==> src/rtl/mux_select_sequencer_pkg.sv <==
// -----------------------------------------------------------------------------
// mux_select_sequencer_pkg
// Shared definitions for the mux select sequencer and its dual-rail select
// register: FSM state encodings, rail reset constants, counter width and the
// small index helpers used to walk the eight mux inputs in either order.
// -----------------------------------------------------------------------------
package mux_select_sequencer_pkg;

  // Width of the mux select and of the settle counter.
  localparam int SEL_W = 3;
  localparam int CNT_W = 4;

  // Rail values after reset: true rail low, complement rail high.
  localparam logic [SEL_W-1:0] SEL_RESET  = 3'b000;
  localparam logic [SEL_W-1:0] NSEL_RESET = 3'b111;

  localparam logic [CNT_W-1:0] CNT_ZERO = 4'd0;
  localparam logic [CNT_W-1:0] CNT_ONE  = 4'd1;

  typedef enum logic [1:0] {
    SEQ_IDLE    = 2'd0,
    SEQ_SETTLE  = 2'd1,
    SEQ_PRESENT = 2'd2,
    SEQ_DONE    = 2'd3
  } seq_state_t;

  // First mux input visited by a scan.
  function automatic logic [SEL_W-1:0] first_index(input logic msb_first);
    return msb_first ? 3'd7 : 3'd0;
  endfunction

  // Final mux input of a scan; reaching it ends the scan, so the index never wraps.
  function automatic logic [SEL_W-1:0] last_index(input logic msb_first);
    return msb_first ? 3'd0 : 3'd7;
  endfunction

  // Next mux input in scan order.
  function automatic logic [SEL_W-1:0] step_index(input logic [SEL_W-1:0] idx,
                                                  input logic msb_first);
    return msb_first ? (idx - 3'd1) : (idx + 3'd1);
  endfunction

endpackage

==> src/rtl/mux_select_sequencer_if.sv <==
// -----------------------------------------------------------------------------
// mux_select_sequencer_if
// Bundles the sequencer's control, mux and downstream handshake signals.
//   start     : request one 8-bit scan
//   muxout    : Out of the downstream mux_8to1_1bit
//   select    : true-rail mux select
//   select_n  : complement-rail mux select (always ~select)
//   bitout    : sampled mux bit
//   bitindex  : mux input number bitout came from
//   bitvalid  : bitout/bitindex valid
//   bitready  : downstream accepts when bitvalid && bitready
//   busy      : sequencer not idle
//   done      : one-cycle pulse at the end of a scan
// master = sequencer side, slave = environment (controller, mux, consumer).
// -----------------------------------------------------------------------------
interface mux_select_sequencer_if;
  import mux_select_sequencer_pkg::*;

  logic             start;
  logic             muxout;
  logic [SEL_W-1:0] select;
  logic [SEL_W-1:0] select_n;
  logic             bitout;
  logic [SEL_W-1:0] bitindex;
  logic             bitvalid;
  logic             bitready;
  logic             busy;
  logic             done;

  modport master (
    input  start, muxout, bitready,
    output select, select_n, bitout, bitindex, bitvalid, busy, done
  );

  modport slave (
    output start, muxout, bitready,
    input  select, select_n, bitout, bitindex, bitvalid, busy, done
  );

endinterface

==> src/rtl/dual_rail_sel_reg.sv <==
// -----------------------------------------------------------------------------
// dual_rail_sel_reg
// Dual-rail select register for a dual-rail mux. Both rails are separate
// flops loaded on the same edge from one value, so they can never disagree
// and never read all-zero/all-zero or all-one/all-one.
//   clk   : clock
//   reset : synchronous, active-high
//   load  : capture d into both rails
//   d     : new select value
//   q     : true rail
//   qn    : complement rail
// -----------------------------------------------------------------------------
module dual_rail_sel_reg
  import mux_select_sequencer_pkg::*;
(
  input  logic             clk,
  input  logic             reset,
  input  logic             load,
  input  logic [SEL_W-1:0] d,
  output logic [SEL_W-1:0] q,
  output logic [SEL_W-1:0] qn
);

  // Rail registers: reset to the complementary pair, then load both together.
  always_ff @(posedge clk) begin
    if (reset) begin
      q  <= SEL_RESET;
      qn <= NSEL_RESET;
    end else if (load) begin
      q  <= d;
      qn <= ~d;
    end else begin
      q  <= q;
      qn <= qn;
    end
  end

endmodule

==> src/rtl/mux_select_sequencer.sv <==
// -----------------------------------------------------------------------------
// mux_select_sequencer
// Walks a dual-rail select through all eight inputs of a mux_8to1_1bit,
// waits SETTLE_CYCLES at each, samples the mux output on the last settle
// cycle and hands each bit downstream over a valid/ready handshake. After
// the eighth bit is accepted, done pulses for one cycle.
//   clock : single clock, rising edge
//   reset : synchronous, active-high; abandons any scan in progress
//   bus   : mux_select_sequencer_if.master (start, muxout, select/select_n,
//           bitout/bitindex/bitvalid/bitready, busy, done)
// Parameters:
//   MSB_FIRST     : 0 visits In0..In7, 1 visits In7..In0
//   SETTLE_CYCLES : cycles select is held before sampling, 1..15
// -----------------------------------------------------------------------------
module mux_select_sequencer
  import mux_select_sequencer_pkg::*;
#(
  parameter bit          MSB_FIRST     = 1'b0,
  parameter int unsigned SETTLE_CYCLES = 1
) (
  input  logic                  clock,
  input  logic                  reset,
  mux_select_sequencer_if.master bus
);

  localparam logic [CNT_W-1:0] SETTLE_LOAD = CNT_W'(SETTLE_CYCLES);
  localparam logic [SEL_W-1:0] IDX_FIRST   = first_index(MSB_FIRST);
  localparam logic [SEL_W-1:0] IDX_LAST    = last_index(MSB_FIRST);

  seq_state_t       state_r;
  seq_state_t       state_nxt_s;
  logic [SEL_W-1:0] index_r;
  logic [SEL_W-1:0] index_nxt_s;
  logic [CNT_W-1:0] cnt_r;
  logic [CNT_W-1:0] cnt_nxt_s;
  logic             bitout_r;
  logic             bitout_nxt_s;
  logic [SEL_W-1:0] bitindex_r;
  logic [SEL_W-1:0] bitindex_nxt_s;
  logic             bitvalid_r;
  logic             bitvalid_nxt_s;
  logic             busy_r;
  logic             done_r;
  logic             sel_load_s;
  logic [SEL_W-1:0] sel_d_s;
  logic             xfer_s;
  logic             settle_end_s;
  logic             last_s;

  assign xfer_s       = bitvalid_r & bus.bitready;
  assign settle_end_s = (cnt_r == CNT_ONE);
  assign last_s       = (index_r == IDX_LAST);

  // State register.
  always_ff @(posedge clock) begin
    if (reset) begin
      state_r <= SEQ_IDLE;
    end else begin
      state_r <= state_nxt_s;
    end
  end

  // Next-state logic.
  always_comb begin
    state_nxt_s = state_r;
    case (state_r)
      SEQ_IDLE: begin
        if (bus.start) begin
          state_nxt_s = SEQ_SETTLE;
        end else begin
          state_nxt_s = SEQ_IDLE;
        end
      end
      SEQ_SETTLE: begin
        if (settle_end_s) begin
          state_nxt_s = SEQ_PRESENT;
        end else begin
          state_nxt_s = SEQ_SETTLE;
        end
      end
      SEQ_PRESENT: begin
        if (xfer_s) begin
          state_nxt_s = last_s ? SEQ_DONE : SEQ_SETTLE;
        end else begin
          state_nxt_s = SEQ_PRESENT;
        end
      end
      SEQ_DONE: begin
        // start is deliberately not looked at here; a new scan needs an IDLE cycle.
        state_nxt_s = SEQ_IDLE;
      end
      default: begin
        state_nxt_s = SEQ_IDLE;
      end
    endcase
  end

  // Output/datapath next values; everything holds unless the state acts on it.
  always_comb begin
    index_nxt_s    = index_r;
    cnt_nxt_s      = cnt_r;
    bitout_nxt_s   = bitout_r;
    bitindex_nxt_s = bitindex_r;
    bitvalid_nxt_s = bitvalid_r;
    sel_load_s     = 1'b0;
    sel_d_s        = index_r;
    case (state_r)
      SEQ_IDLE: begin
        if (bus.start) begin
          index_nxt_s = IDX_FIRST;
          sel_load_s  = 1'b1;
          sel_d_s     = IDX_FIRST;
          cnt_nxt_s   = SETTLE_LOAD;
        end else begin
          index_nxt_s = index_r;
          sel_load_s  = 1'b0;
        end
      end
      SEQ_SETTLE: begin
        cnt_nxt_s = cnt_r - CNT_ONE;
        // muxout only matters on the final settle cycle.
        if (settle_end_s) begin
          bitout_nxt_s   = bus.muxout;
          bitindex_nxt_s = index_r;
          bitvalid_nxt_s = 1'b1;
        end else begin
          bitvalid_nxt_s = bitvalid_r;
        end
      end
      SEQ_PRESENT: begin
        if (xfer_s) begin
          bitvalid_nxt_s = 1'b0;
          if (!last_s) begin
            index_nxt_s = step_index(index_r, MSB_FIRST);
            sel_load_s  = 1'b1;
            sel_d_s     = step_index(index_r, MSB_FIRST);
            cnt_nxt_s   = SETTLE_LOAD;
          end else begin
            // Last input accepted: keep select where it is.
            sel_load_s = 1'b0;
          end
        end else begin
          bitvalid_nxt_s = bitvalid_r;
        end
      end
      SEQ_DONE: begin
        cnt_nxt_s = CNT_ZERO;
      end
      default: begin
        bitvalid_nxt_s = 1'b0;
      end
    endcase
  end

  // Datapath and status registers; busy/done follow the next state so they
  // line up with the state register.
  always_ff @(posedge clock) begin
    if (reset) begin
      index_r    <= SEL_RESET;
      cnt_r      <= CNT_ZERO;
      bitout_r   <= 1'b0;
      bitindex_r <= SEL_RESET;
      bitvalid_r <= 1'b0;
      busy_r     <= 1'b0;
      done_r     <= 1'b0;
    end else begin
      index_r    <= index_nxt_s;
      cnt_r      <= cnt_nxt_s;
      bitout_r   <= bitout_nxt_s;
      bitindex_r <= bitindex_nxt_s;
      bitvalid_r <= bitvalid_nxt_s;
      busy_r     <= (state_nxt_s != SEQ_IDLE);
      done_r     <= (state_nxt_s == SEQ_DONE);
    end
  end

  dual_rail_sel_reg u_sel (
    .clk   (clock),
    .reset (reset),
    .load  (sel_load_s),
    .d     (sel_d_s),
    .q     (bus.select),
    .qn    (bus.select_n)
  );

  assign bus.bitout   = bitout_r;
  assign bus.bitindex = bitindex_r;
  assign bus.bitvalid = bitvalid_r;
  assign bus.busy     = busy_r;
  assign bus.done     = done_r;

endmodule

==> src/flat_wrapper.sv <==
// flat-port wrapper written by rule: the top's interface ports become plain ports
module mux_select_sequencer_flat import mux_select_sequencer_pkg::*;
#(
  parameter bit          MSB_FIRST     = 1'b0,
  parameter int unsigned SETTLE_CYCLES = 1
)
  (clock, reset, bus_start, bus_muxout, bus_bitready, bus_select, bus_select_n, bus_bitout, bus_bitindex, bus_bitvalid, bus_busy, bus_done);
  mux_select_sequencer_if bus_i ();
  input  logic clock;
  input  logic reset;
  input wire logic [$bits(bus_i.start)-1:0] bus_start;
  input wire logic [$bits(bus_i.muxout)-1:0] bus_muxout;
  input wire logic [$bits(bus_i.bitready)-1:0] bus_bitready;
  output wire logic [$bits(bus_i.select)-1:0] bus_select;
  output wire logic [$bits(bus_i.select_n)-1:0] bus_select_n;
  output wire logic [$bits(bus_i.bitout)-1:0] bus_bitout;
  output wire logic [$bits(bus_i.bitindex)-1:0] bus_bitindex;
  output wire logic [$bits(bus_i.bitvalid)-1:0] bus_bitvalid;
  output wire logic [$bits(bus_i.busy)-1:0] bus_busy;
  output wire logic [$bits(bus_i.done)-1:0] bus_done;
  assign bus_i.start = bus_start;
  assign bus_i.muxout = bus_muxout;
  assign bus_i.bitready = bus_bitready;
  assign bus_select = bus_i.select;
  assign bus_select_n = bus_i.select_n;
  assign bus_bitout = bus_i.bitout;
  assign bus_bitindex = bus_i.bitindex;
  assign bus_bitvalid = bus_i.bitvalid;
  assign bus_busy = bus_i.busy;
  assign bus_done = bus_i.done;
  mux_select_sequencer #(.MSB_FIRST(MSB_FIRST), .SETTLE_CYCLES(SETTLE_CYCLES)) u_core (.clock(clock), .reset(reset), .bus(bus_i));
endmodule
==> config.mk <==
export PLATFORM = sky130hd
export DESIGN_NAME = mux_select_sequencer_flat
export DESIGN_NICKNAME = d
export VERILOG_FILES = /design/src/rtl/mux_select_sequencer_pkg.sv /design/src/rtl/mux_select_sequencer_if.sv /design/src/rtl/dual_rail_sel_reg.sv /design/src/rtl/mux_select_sequencer.sv /design/src/flat_wrapper.sv
export SDC_FILE = /design/constraint.sdc
export NUM_CORES = 1
export LEC_CHECK = 0
export CORE_ASPECT_RATIO = 1.5
export CORE_UTILIZATION = 51
export DETAILED_ROUTE_END_ITERATION = 10
export HOLD_SLACK_MARGIN = 0.12
export PLACE_DENSITY = 0.79
export SLEW_MARGIN = 20
export SYNTH_ARGS = -nofsm -noshare
export SYNTH_HDL_FRONTEND = slang
export SYNTH_SLANG_ARGS = --single-unit
==> constraint.sdc <==
create_clock -name clock -period 1.65 [get_ports clock]
set_clock_uncertainty 0.05 [all_clocks]
set_input_delay 0.33 -clock clock [delete_from_list [all_inputs] [get_ports clock]]
set_output_delay 0.33 -clock clock [all_outputs]
set_load 0.01 [all_outputs]
Word-level counts from Yosys, hierarchy flattened

Index checks and enable logic that the tools add are counted.

Flip-flop bits (word level): 22
Bits of input ports: 5
Output and inout bits: 13
Word-level logic and storage cells: 50

Mux-type cells: 20
Reductions and logical operators: 6
Bitwise logic cells: 2
Equality and inequality tests: 10
Add/subtract/negate cells: 2

Operators with widths:

| cell                                                               | count |
|---|---|
| 4-bit case mux with 4 select lines                                 | 1 |
| 4-bit 2-to-1 mux                                                   | 3 |
| 3-bit 2-to-1 mux                                                   | 3 |
| 2-bit case mux with 4 select lines                                 | 1 |
| 2-bit == test, second input constant                               | 3 |
| 1-bit 2-to-1 mux                                                   | 6 |
| 2-bit 2-to-1 mux                                                   | 3 |
| 3-bit case mux with 2 select lines                                 | 1 |
| 3-bit AND reduction                                                | 2 |
| 4-bit by 1-bit == test with 1-bit output, second input constant    | 1 |
| 2-bit by 1-bit != test with 1-bit output, second input constant    | 2 |
| 2-bit != test, second input constant                               | 2 |
| 1-bit case mux with 2 select lines                                 | 2 |
| 2-bit nonzero test                                                 | 2 |
| 4-bit by 1-bit subtractor with 4-bit output, second input constant | 1 |
| 3-bit by 1-bit adder with 3-bit output, second input constant      | 1 |
| 3-bit == test, second input constant                               | 1 |
| 3-bit NOT                                                          | 1 |
| 2-bit by 1-bit == test with 1-bit output, second input constant    | 1 |
| 2-bit logical NOT                                                  | 1 |
| 2-bit AND reduction                                                | 1 |
| 1-bit bitwise AND                                                  | 1 |

Depth between registers and ports, before layout

Word-level depth: 5
Mapped depth: 7
Gate-level depth less buffers: 6

Hierarchy

From an unflattened synthesis, not the netlist that was laid out.

Cell total of the unflattened synthesis: 99
Area total of the unflattened synthesis: 943.4 um^2

Modules (own cells, without submodules):

| module               | instances | sequential area each (um^2) | cells each | area an instance (um^2) |
|---|---|---|---|---|
| mux_select_sequencer | 1         | 320.3                       | 78         | 737.0 |
| dual_rail_sel_reg    | 1         | 120.1                       | 21         | 206.4 |

Worst setup path after synthesis

Ideal clock, no wire load.

Path type: reg-to-reg
From: register u_core.state_r[0]
To: register u_core.u_sel.qn[0]
Arrival time: 1.352 ns
Setup slack: 0.133 ns
Stages on the path, launching flop included: 8
Period minus slack after synthesis: 1.517 ns
Library setup time: 0.114 ns
Buffers on the path: 1
Required time: 1.486 ns
Cells stage by stage: dfxtp_1 inv_1 ha_1 buf_6 nand2_1 o21ai_0 a31oi_1 a21bo_1

Word-level cells in the longest chain between the ends: 3
Elaborated cells on any way between the ends: 5
Those cells by class: 1 x eq/ne; 2 x mux; 1 x bitwise; 1 x reduce/logical

RTL lines:

| element                                            | RTL line                    | RTL |
|---|---|---|
| start: declaration                                 | mux_select_sequencer.sv:30  | `seq_state_t state_r;` |
| start signal: assignment                           | mux_select_sequencer.sv:59  | `state_r <= state_nxt_s;` |
| 2-bit == test or 2-bit logical NOT (tied branches) | mux_select_sequencer.sv:107 | `case (state_r)` |
| 3-bit case mux with 2 select lines                 | mux_select_sequencer.sv:107 |  |
| 3-bit NOT                                          | dual_rail_sel_reg.sv:31     | `qn <= ~d;` |
| end signal: assignment                             | dual_rail_sel_reg.sv:31     |  |
| end signal: assignment                             | dual_rail_sel_reg.sv:34     | `qn <= qn;` |
| end: declaration                                   | dual_rail_sel_reg.sv:21     | `output logic [SEL_W-1:0] qn` |

Several ways; a longest one is shown, not always the timed one.
A chain may end at the register's enable or synchronous reset.

Worst setup path in the final report

From: register u_core.bitindex_r[0] (netlist: u_core.bus.bitindex[0])
To: output port bus_bitindex[0]

RTL lines:

| element                  | RTL line                    | RTL |
|---|---|---|
| start: declaration       | mux_select_sequencer.sv:38  | `logic [SEL_W-1:0] bitindex_r;` |
| start signal: assignment | mux_select_sequencer.sv:170 | `bitindex_r <= bitindex_nxt_s;` |
| end: declaration         | flat_wrapper.sv:17          | `output wire logic [$bits(bus_i.bitindex)-1:0] bus_bitindex;` |

No word-level cell between the ends.

==> metrics.md <==
| Metric | Value |
|---|---|
| Crit-path max FO | 2 |
| Antenna diodes | 0 |
| Boundary Pins | 18 |
| Post-synthesis mux area share | 4.58% |
| I/O Buffers | 17 |
| Root Driver | clkbuf_4 |
| Outcome | finished, final reports clean |
| H-tree depth | 1 |
| Max cap viols | 0 |
| Gpl congestion | 0.820 |
| Crit path buffers/inverters | 1 |
| Nets | 164 |
| Met1 Use GR | 27.3% |
| Total GRT Usage | 25.3% |
| VDD IR-drop max | 554 µV |
| Synth Flop Type | dfxtp_1 |
| Post-synth ARST share | 0% |
| Tmin final | 1.60 ns |
| Clk_lat worst skew | 0.32 ns |
| DR pass1 iterations | 4 |
| Dominant cell type by area after synthesis | dfxtp_1 |
| Post-synth EDFFs | 0 |
| Initial antenna violation count | 0 |
| Cells after DPL | 168 |
| Die Y | 58.7 µm |
| Dpl hpwl | 1.91 mm |
| Placement row count | 20 |
| Share of cells above drive strength 1 | 24.0% |
| Mapped Cells | 116 |
| WL/cell | 15.7 µm |
| Worst EP required | 1.27 ns |
| Synthesized flop and latch total | 22 |
| Post-Synth Adder-Cell Area | 8.01% |
| Clock slew at reported path FFs | 0.11 ns |
| Final setup viols | 0 |
| Die ar. | 2340 µm² |
| Core ar. | 2030 µm² |
| Most Used Layer, Global Route | met2 |
| F_max | 625 MHz |
| Main combinational cell family by area after synthesis | compound AO/OA/AOI/OAI gates |
| Clock sinks | 22 |
| Slew Viols, Final | 0 |
| Simple-gate share of the synthesized area | 20.0% |
| Main area contributors after synthesis | dfxtp_1, ha_1, mux2i_1 |
| Least-Margin Pin Slew | 0.304 ns |
| Syn Area/Cell | 9.43 µm² |
| Largest net degree at the start of global routing | 14 |
| Critical Path AT | 1.22 ns |
| Max Buffers Root-to-Sink | 2 |
| Slowest-stage cell, CP | clkdlybuf4s50_1 |
| DRC errors left | 0 |
| Post-route insts no fill | 172 |
| Compound-cell area share of the yosys netlist | 21.7% |
| WS Path Type | reg -> out |
| Overflow after GRT | 0 |
| Slowest cell delay on critical path | 0.54 ns |
| Crit end category | output port |
| Final worst path period share | 96.9% |
| M3 GR Usage | 4.15% |
| Sequential area share after synthesis | 40.3% |
| Vias | 956 |
| CTS tree | yes |
| Crit-path leading delay family | buffers and inverters |
| Hold_ws | 0.425 ns |
| Post-route antenna net violation count | 0 |
| Synthesized area | 1090 µm² |
| CP Cell Sequence | clkdlybuf4s50_1 |
| Yosys top cell area share | 40.3% |
| Total Wirelength | 2.70 mm |
| Hold Crit Class | reg -> reg |
| Met2 usage | 43.1% |
| Tot Pwr | 0.00105 W |
| First-pass GRT wire length | 4.05 mm |
| CTS Buf Count | 3 |
| Final hold violation count | 0 |
| PD cells | 716 nW/µm² |
| Die width | 39.8 µm |
| Drt via density | 5.56 |
| Starting Density | 54.0% |
| Worst relative slew slack | 79.6% |
| Area growth syn-to-layout | 34.8% |
| Post-synth net total | 128 |
| DRT iter0 DRCs | 33 |
| Post-synth cell types | 37 |
| Synth warn | 0 |
| XOR/XNOR share of the synthesized area | 0% |
| Vias in the first global route | 976 |
| Pleak | 0.618 nW |
| Critical Path Source Type | flip-flop |
-- cells in the mapped netlist, types with 2 or more instances --
master / instances
o21ai_1: 5
a31oi_1: 3
nand2_1: 7
mux2i_1: 5
inv_1: 8
o21a_1: 2
ha_1: 7
nand2b_1: 4
nor2b_1: 4
nor2_1: 9
nand4_1: 2
a22oi_1: 2
nor3_1: 3
o31ai_1: 3
a21oi_1: 6
o21ai_0: 4
dfxtp_1: 22
-- cell families after synthesis --
kind of cell	Yosys count
flip-flops	22
buffers and inverters	11
AO/OA/AOI/OAI	34
multiplexers	5
adder cells (fa/ha/maj)	7
AND/OR/NAND/NOR	37
-- timing repair --
item,CTS,global route
hold buffers,0,0
setup buffers,0,1
gates resized for setup,1,13
pin swaps,1,0
setup endpoints to repair,2,17
-- cell type report --
cell class              instances  area [µm²]
repair buffers                 34         320
multi-input cells              83         631
inverters                       8        30.0
fillers                       151         553
flip-flops and latches         22         443
well taps                      22        27.5
clock buffers                   3        22.5
-- worst min-delay path, stage by stage (launching register included) --
cell and delay, ns:
dfxtp_1 0.33, nand2_1 0.05, a21boi_1 0.06
-- cell usage in the layout (no fill, tap or decap), types with 5 or more instances in the layout --
master,synthesis,final
inv_1,8,7
nand2_1,7,7
dfxtp_1,22,20
o21ai_1,5,5
nor2_1,9,9
a21oi_1,6,6
buf_4,0,16
mux2i_1,5,5
clkdlybuf4s50_1,0,13
-- routing by layer --
metal / share of wire [%] / up-vias / wire length, µm
li1: - / 476 / -
met1: 39 / 456 / 1060
met2: 55 / 19 / 1490
met3: 3.0 / 5 / 81
met4: 2.3 / 0 / 61
met5: 0 / - / 0
-- path summary, 6_finish.rpt --
path,start,to,slack (ns),depth (start not counted)
worst max-delay path,u_core.bus.bitindex[0]$_SDFFE_PP0P_,bus_bitindex[0],0.05,1
worst min-delay path,u_core.u_sel.q[0]$_SDFFE_PP0P_,u_core.u_sel.q[0]$_SDFFE_PP0P_,0.42,2
worst max register to register,u_core.index_r[1]$_SDFF_PP0_,u_core.u_sel.qn[1]$_SDFFE_PP1P_,0.06,5
worst min register to register,u_core.u_sel.q[0]$_SDFFE_PP0P_,u_core.u_sel.q[0]$_SDFFE_PP0P_,0.42,2
-- report_power, final --
part | internal, W | switching (W) | total (W)
sequential | 0.000556 | 0.0000188 | 0.000575
combinational | 0.000115 | 0.000116 | 0.000232
clock | 0.0000857 | 0.000163 | 0.000249
total | 0.000757 | 0.000298 | 0.00105
-- state kept, by name (all words and copies together), names as in the netlist --
signal / count
u_core.bus.bitout: 1
u_core.u_sel.qn: 3
u_core.u_sel.q: 3
u_core.cnt_r: 4
u_core.bus.busy: 1
u_core.bus.bitindex: 3
u_core.state_r: 2
u_core.bus.done: 1
u_core.index_r: 3
u_core.bus.bitvalid: 1
-- per-stage QoR --
stage / instance area [µm²] / utilization [%] / TNS, ns / setup slack (ns)
after global placement: 1400 / 68.8 / -0.831 / -0.119
after CTS: 1420 / 70.1 / 0 / 0.0195
after detailed placement: 1400 / 68.8 / -1.45 / -0.202
final: 1470 / 72.7 / 0 / 0.0513
after global routing: 1470 / 72.7 / -0.0316 / -0.0145
after floorplan: 1090 / - / 0 / 0.133
Note: power is estimated with default switching activity, not from simulation.
